### config.mk
export PLATFORM = sky130hd
export DESIGN_NAME = at24c02_sim
export DESIGN_NICKNAME = d
export VERILOG_FILES = /design/src/rtl/at24c02_pkg.sv /design/src/rtl/at24c02_sim_bus_cond.sv /design/src/rtl/at24c02_sim.sv
export SDC_FILE = /design/constraint.sdc
export NUM_CORES = 2
export LEC_CHECK = 0
export BUFFER_PORTS_ARGS = -buffer_cell sky130_fd_sc_hd__buf_2
export CORE_MARGIN = 3
export CORE_UTILIZATION = 30
export CTS_BUF_LIST = sky130_fd_sc_hd__clkbuf_2
export CTS_CLUSTER_SIZE = 10
export DETAILED_ROUTE_END_ITERATION = 8
export HOLD_SLACK_MARGIN = 0.06
export PLACE_DENSITY = 0.43
export SETUP_SLACK_MARGIN = 0.1
export SLEW_MARGIN = 5
export SYNTH_ARGS = -nofsm -noshare
export SYNTH_HDL_FRONTEND = slang
export SYNTH_SLANG_ARGS = --single-unit
### constraint.sdc
create_clock -name clk -period 7.1 [get_ports clk]
set_clock_uncertainty 0.05 [all_clocks]
set_input_delay 1.42 -clock clk [delete_from_list [all_inputs] [get_ports clk]]
set_output_delay 1.42 -clock clk [all_outputs]
set_load 0.01 [all_outputs]
### src/rtl/at24c02_pkg.sv
// Shared types and constants for the AT24C02 I2C slave model.
package at24c02_pkg;

   typedef enum logic [3:0] {
      ST_IDLE,
      ST_DEVADDR,
      ST_ACK_DEV,
      ST_WORDADDR,
      ST_ACK_WORD,
      ST_WRDATA,
      ST_ACK_WR,
      ST_RDDATA,
      ST_RDACK,
      ST_IGNORE
   } i2c_slv_state_t;

   localparam logic [6:0] AT24_DEV_ADDR  = 7'h50;
   localparam int         AT24_PAGE_SIZE = 8;
   localparam logic       ACK_BIT        = 1'b0;
   localparam logic       NACK_BIT       = 1'b1;

endpackage

### src/rtl/at24c02_sim_bus_cond.sv
// I2C line conditioning: 2-FF synchronizers, 3-sample majority filter,
// SCL edge and START/STOP detection on the filtered lines.
module i2c_bus_cond (
   input  logic clk,
   input  logic rst,
   input  logic scl_i,
   input  logic sda_i,
   output logic scl_rise,
   output logic scl_fall,
   output logic sda_s,
   output logic start,
   output logic stop
);

   logic       scl_p0, scl_p1, sda_p0, sda_p1;
   logic [1:0] scl_h, sda_h;
   logic       scl_f, sda_f, scl_fq, sda_fq;

   function automatic logic maj3(input logic a, input logic b, input logic c);
      return (a & b) | (a & c) | (b & c);
   endfunction

   // Lines idle high, so every stage resets to 1 to avoid a phantom START.
   always_ff @(posedge clk) begin
      if (rst) begin
         scl_p0 <= 1'b1;
         scl_p1 <= 1'b1;
         sda_p0 <= 1'b1;
         sda_p1 <= 1'b1;
         scl_h  <= 2'b11;
         sda_h  <= 2'b11;
         scl_f  <= 1'b1;
         sda_f  <= 1'b1;
         scl_fq <= 1'b1;
         sda_fq <= 1'b1;
      end else begin
         scl_p0 <= scl_i;
         scl_p1 <= scl_p0;
         sda_p0 <= sda_i;
         sda_p1 <= sda_p0;
         scl_h  <= {scl_h[0], scl_p1};
         sda_h  <= {sda_h[0], sda_p1};
         scl_f  <= maj3(scl_p1, scl_h[0], scl_h[1]);
         sda_f  <= maj3(sda_p1, sda_h[0], sda_h[1]);
         scl_fq <= scl_f;
         sda_fq <= sda_f;
      end
   end

   assign scl_rise = scl_f & ~scl_fq;
   assign scl_fall = ~scl_f & scl_fq;
   assign sda_s    = sda_f;
   assign start    = scl_f & scl_fq & sda_fq & ~sda_f;
   assign stop     = scl_f & scl_fq & ~sda_fq & sda_f;

endmodule

### src/rtl/at24c02_sim.sv
// AT24C02 256-byte I2C EEPROM slave model: byte/page write, current,
// random and sequential read, with a post-write busy window for ACK polling.
module at24c02_sim
   import at24c02_pkg::*;
#(
   parameter logic [6:0] DEV_ADDR  = AT24_DEV_ADDR,
   parameter int         MEM_DEPTH = 256,
   parameter int         PAGE_SIZE = AT24_PAGE_SIZE,
   parameter int         WR_CYCLES = 500
) (
   input  logic       clk,
   input  logic       rst,
   input  logic       scl_i,
   input  logic       sda_i,
   output logic       sda_o,
   output logic       sda_oe,
   output logic       wr_en,
   output logic [7:0] wr_addr,
   output logic [7:0] wr_data,
   output logic       busy
);

   localparam int         BUSY_W    = $clog2(WR_CYCLES + 1);
   localparam logic [7:0] PAGE_MASK = 8'(PAGE_SIZE - 1);
   localparam logic [7:0] ADDR_MASK = 8'(MEM_DEPTH - 1);

   logic scl_rise, scl_fall, sda_s, start, stop;

   i2c_bus_cond u_cond (
      .clk      (clk),
      .rst      (rst),
      .scl_i    (scl_i),
      .sda_i    (sda_i),
      .scl_rise (scl_rise),
      .scl_fall (scl_fall),
      .sda_s    (sda_s),
      .start    (start),
      .stop     (stop)
   );

   i2c_slv_state_t    state;
   logic [2:0]        bit_cnt;
   logic [7:0]        shreg;
   logic [7:0]        ptr;
   logic [7:0]        rd_byte;
   logic [BUSY_W-1:0] busy_cnt;
   logic              ack_phase, rd_ack, wr_pending, rw;
   logic [7:0]        rx_byte;
   logic              wr_fire;

   logic [7:0] mem [MEM_DEPTH] = '{default: 8'hFF};

   function automatic logic [7:0] page_next(input logic [7:0] a);
      return (a & ~PAGE_MASK) | ((a + 8'd1) & PAGE_MASK);
   endfunction

   assign rx_byte = {shreg[6:0], sda_s};
   assign wr_fire = !rst && (state == ST_WRDATA) && scl_rise && (bit_cnt == 3'd7);
   assign sda_o   = 1'b0;
   assign busy    = (busy_cnt != '0);

   // Storage is non-volatile: no reset, registered read port.
   always_ff @(posedge clk) begin
      if (wr_fire) mem[ptr] <= rx_byte;
      rd_byte <= mem[ptr];
   end

   always_ff @(posedge clk) begin
      if (rst) begin
         state      <= ST_IDLE;
         sda_oe     <= 1'b0;
         wr_en      <= 1'b0;
         wr_addr    <= 8'h00;
         wr_data    <= 8'h00;
         busy_cnt   <= '0;
         ptr        <= 8'h00;
         bit_cnt    <= 3'd0;
         ack_phase  <= 1'b0;
         rd_ack     <= 1'b0;
         wr_pending <= 1'b0;
      end else begin
         wr_en <= 1'b0;
         if (busy_cnt != '0) busy_cnt <= busy_cnt - BUSY_W'(1);
         if (stop) begin
            state     <= ST_IDLE;
            sda_oe    <= 1'b0;
            bit_cnt   <= 3'd0;
            ack_phase <= 1'b0;
            rd_ack    <= 1'b0;
            if (wr_pending) begin
               busy_cnt   <= BUSY_W'(WR_CYCLES);
               wr_pending <= 1'b0;
            end
         end else if (start) begin
            state     <= ST_DEVADDR;
            sda_oe    <= 1'b0;
            bit_cnt   <= 3'd0;
            ack_phase <= 1'b0;
            rd_ack    <= 1'b0;
         end else begin
            case (state)
               ST_DEVADDR: if (scl_rise) begin
                  shreg   <= rx_byte;
                  bit_cnt <= bit_cnt + 3'd1;
                  if (bit_cnt == 3'd7) begin
                     if (rx_byte[7:1] == DEV_ADDR && busy_cnt == '0) begin
                        rw        <= rx_byte[0];
                        ack_phase <= 1'b0;
                        state     <= ST_ACK_DEV;
                     end else begin
                        state <= ST_IGNORE;
                     end
                  end
               end
               // First fall after the 8th bit drives ACK, the second releases it.
               ST_ACK_DEV: if (scl_fall) begin
                  if (!ack_phase) begin
                     sda_oe    <= ~ACK_BIT;
                     ack_phase <= 1'b1;
                  end else begin
                     ack_phase <= 1'b0;
                     bit_cnt   <= 3'd0;
                     if (rw) begin
                        state  <= ST_RDDATA;
                        shreg  <= rd_byte;
                        sda_oe <= ~rd_byte[7];
                     end else begin
                        state  <= ST_WORDADDR;
                        sda_oe <= 1'b0;
                     end
                  end
               end
               ST_WORDADDR: if (scl_rise) begin
                  shreg   <= rx_byte;
                  bit_cnt <= bit_cnt + 3'd1;
                  if (bit_cnt == 3'd7) begin
                     ptr       <= rx_byte & ADDR_MASK;
                     ack_phase <= 1'b0;
                     state     <= ST_ACK_WORD;
                  end
               end
               ST_ACK_WORD, ST_ACK_WR: if (scl_fall) begin
                  if (!ack_phase) begin
                     sda_oe    <= ~ACK_BIT;
                     ack_phase <= 1'b1;
                  end else begin
                     ack_phase <= 1'b0;
                     bit_cnt   <= 3'd0;
                     sda_oe    <= 1'b0;
                     state     <= ST_WRDATA;
                  end
               end
               ST_WRDATA: if (scl_rise) begin
                  shreg   <= rx_byte;
                  bit_cnt <= bit_cnt + 3'd1;
                  if (bit_cnt == 3'd7) begin
                     wr_en      <= 1'b1;
                     wr_addr    <= ptr;
                     wr_data    <= rx_byte;
                     ptr        <= page_next(ptr);
                     wr_pending <= 1'b1;
                     ack_phase  <= 1'b0;
                     state      <= ST_ACK_WR;
                  end
               end
               ST_RDDATA: if (scl_fall) begin
                  if (bit_cnt == 3'd7) begin
                     sda_oe <= 1'b0;
                     rd_ack <= 1'b0;
                     state  <= ST_RDACK;
                  end else begin
                     shreg   <= {shreg[6:0], 1'b0};
                     sda_oe  <= ~shreg[6];
                     bit_cnt <= bit_cnt + 3'd1;
                  end
               end
               // ptr moves on the master's ACK rise; rd_byte is ready by the next fall.
               ST_RDACK: begin
                  if (scl_rise) begin
                     ptr <= (ptr + 8'd1) & ADDR_MASK;
                     if (sda_s == NACK_BIT) state <= ST_IGNORE;
                     else rd_ack <= 1'b1;
                  end else if (scl_fall && rd_ack) begin
                     rd_ack  <= 1'b0;
                     state   <= ST_RDDATA;
                     shreg   <= rd_byte;
                     sda_oe  <= ~rd_byte[7];
                     bit_cnt <= 3'd0;
                  end
               end
               default: ;
            endcase
         end
      end
   end

endmodule

==> results.yml <==
floorplan:
  io_pins: 24
  core_um2: 269000
  die_y_um: 527
  die_area_um2: 278000
  die_x_um: 527
  start_util: 0.303
  std_cell_rows: 190
synth:
  yosys-top-cells-count: "edfxtp_1 (2056), mux4_2 (512), nor2_1 (285), a22oi_1 (256), a21oi_1 (175)"
  synth_top_cell_area_share: 0.757
  avgSynthCellArea_um2: 20.8
  synth_top_area_cell: "edfxtp_1"
  synth_edf_count: 2056
  syn_nets: 3935
  synthDistinctLibCells: 56
  netlist_area_um2: 81500
  synthCells: 3924
  async_reset_ff_frac: 0
  synthTopCellsByArea: "edfxtp_1 (76%), mux4_2 (14%), a22oi_1 (2.4%), dfxtp_1 (1.6%), nor2_1 (1.3%)"
  synth_seq_cells: 2121
  yosysWarnings: 0
  synth-main-ff-cell: "edfxtp_1"
  ys_seq_area_frac: 0.773
  synth_most_common_cell: "edfxtp_1"
final_layout:
  nNetsFinal: 4388
  instances_no_fill: 8316
  drive_gt1_frac: 0.326
  finalCoreUtilization: 0.338
  area_delta_synth_final_pct: 11.7
detailed_routing:
  drt-initial-drc-count: 3789
  wirelength_mm: 224
  firstDrtPassIters: 5
  ant_nets: 0
  drc_errors: 0
  viasPerCell: 4.96
  vias: 41282
  drt-wirelength-per-cell_um: 26.9
timing:
  timing.fmax_mhz: 195
  drv_slew: 0
  min_period_ns: 5.12
  setup_tns_ns: 0
  worstMarginPinSlew_ns: 1.21
  period_share: 0.721
  worst_slack_ns: 1.98
  relSlewSlack: 0.193
  whs_ns: 0.354
  hold_violations: 0
  grt_setup_unrepaired: "false"
  finalSetupViolCount: 0
critical_path:
  reg2reg_to: "mem[177][4]"
  reg2reg_from: "state[0]"
  cp.required_ns: 8.35
  critPathLaunchType: "register"
  reg2reg_slack_ns: 1.98
  critical_path_class: "register to register"
  worstRegToRegCells: 5
  endpoint_kind: "register"
  setup.worst_path.start: "state[0]"
  critical_path_peak_fanout: 22
  critical_path_arrival_ns: 6.37
grt:
  grt_use_met1: 0.223
  grt.busiest_layer: "met2"
  antenna_found_initial: 15
  grt_pass1_wl_mm: 319
  grt_pass1_vias: 43538
  grt_usage: 0.159
  use_met3: 0.0359
  gr-total-overflow: 0
  grt_use_met2: 0.247
  grt_max_degree: 205
placement:
  place_inst: 7339
  place_ws_ns: 2.14
  place_hpwl_mm: 124
  port_buffers: 22
  place.gp.congestion: 0.774
clocking:
  post_cts_buffers: 0
  clock_latency_ns: 1.81
  cts_buffers: 583
  clk_pin_slew_ns: 0.09
  clkSinkCount: 2121
  cts_buffer_depth: 4
  cts_root_buffer: "clkbuf_2"
  cts_tree: "yes"
  cts_max_level: 6
pwr:
  peakVddDrop_mv: 0.169
  p_leak_uw: 0.0273
  powerDensity_nw_per_um2: 263
worst_hold_path:
  whs_path_depth: 1
  worstHoldStart: "u_cond.sda_p0"
  whs_endpoint: "u_cond.sda_p1"
  hp-class: "register to register"
status:
  status: "complete, no violations"
job:
  maxCapViolations: 0
-- routing by layer --
layer / vias to the layer above / wire, um
li1: 17651 / -
met1: 21855 / 101000
met2: 1467 / 105000
met3: 309 / 13900
met4: 0 / 4390
met5: - / 0
-- state kept, by name, indices dropped and copies added, names as in the netlist, 2 cells and up --
signal,flops
busy_cnt,9
state,4
wr_data,8
u_cond.scl_h,2
mem,2048
u_cond.sda_h,2
wr_addr,8
rd_byte,8
ptr,8
shreg,7
bit_cnt,3
-- logic make-up (layout without fill, tap and decap cells) --
kind of cell / count (synthesis) / count (layout) / share of synthesized area
DFF: 2121 / 2121 / 0.773
muxes: 514 / 514 / 0.142
and+or+nand+nor: 487 / 487 / 0.0258
AOI/OAI and AO/OA: 524 / 524 / 0.0428
adders and majority gates: 7 / 7 / 0.00107
other: 1 / 8 / 0.0000460
xor gates and xnor gates: 7 / 7 / 0.000752
buffers and inverters: 263 / 1096 / 0.0143
-- worst max-delay path, cell delays in order (launching register included) --
cell     delay, ns
dfxtp_1       0.79
and3b_1       0.38
nand3_1       0.62
nor2_1        0.91
nand3_1       0.98
nor2_1        0.90
-- report_power, final --
part / switching (uW) / total [uW] / internal (uW) / leakage [uW]
Combinational: 945 / 1140 / 193 / 0.00483
Clock: 5020 / 8560 / 3540 / 0.00389
Sequential: 60.0 / 14300 / 14200 / 0.0186
Total: 6020 / 24000 / 17900 / 0.0273
-- cell type report --
| class | instances | area [um^2] |
|---|---|---|
| fillers | 25753 | 178000 |
| clock buffers | 830 | 4150 |
| clock inverters | 135 | 868 |
| diodes | 7 | 17.5 |
| inverters | 9 | 33.8 |
| flip-flops and latches | 2121 | 63100 |
| well taps | 3552 | 4440 |
| multi-input cells | 1540 | 17400 |
| repair buffers | 122 | 1090 |
-- placed cells by master (no fill, tap or decap), types with 12 or more instances in the layout --
master	synthesis	final
a21oi_1	175	175
a22oi_1	256	256
buf_12	0	17
buf_2	52	22
buf_4	2	78
bufinv_16	0	12
clkbuf_2	0	830
clkinv_1	0	85
clkinv_2	0	21
dfxtp_1	65	62
edfxtp_1	2056	2056
inv_2	0	12
mux4_2	512	512
nand2_1	97	79
nand2_2	0	18
nand4_1	17	17
nor2_1	285	284
nor3_1	12	12
o21ai_0	16	16
o41ai_1	32	29
or2_2	13	13
-- timing repair --
| item | in CTS | in global routing |
|---|---|---|
| hold buffers | 5 | 0 |
| setup endpoints to repair | 0 | 0 |
| gates resized for setup | 0 | 0 |
| endpoints found under the hold margin | 44 | 0 |
-- worst max-delay path by stage --
| stage | to | slack, ns | cells after the start |
|---|---|---|---|
| floorplan | state[1] | 2.08 | 6 |
| global placement | mem[243][7] | 2.19 | 5 |
| detailed placement | mem[246][1] | 2.14 | 5 |
| CTS | busy | 1.79 | 3 |
| global route | mem[177][4] | 1.54 | 5 |
| finish | mem[177][4] | 1.98 | 5 |
-- through the flow --
stage                     power [uW]  instance area (um^2)
final                          24000                 91100
after global routing           25200                 91000
after CTS                      24400                 91000
after detailed placement       15700                 86000
after global placement         15700                 86000
after floorplan                15300                 81500
(Power assumes the default switching activity.)
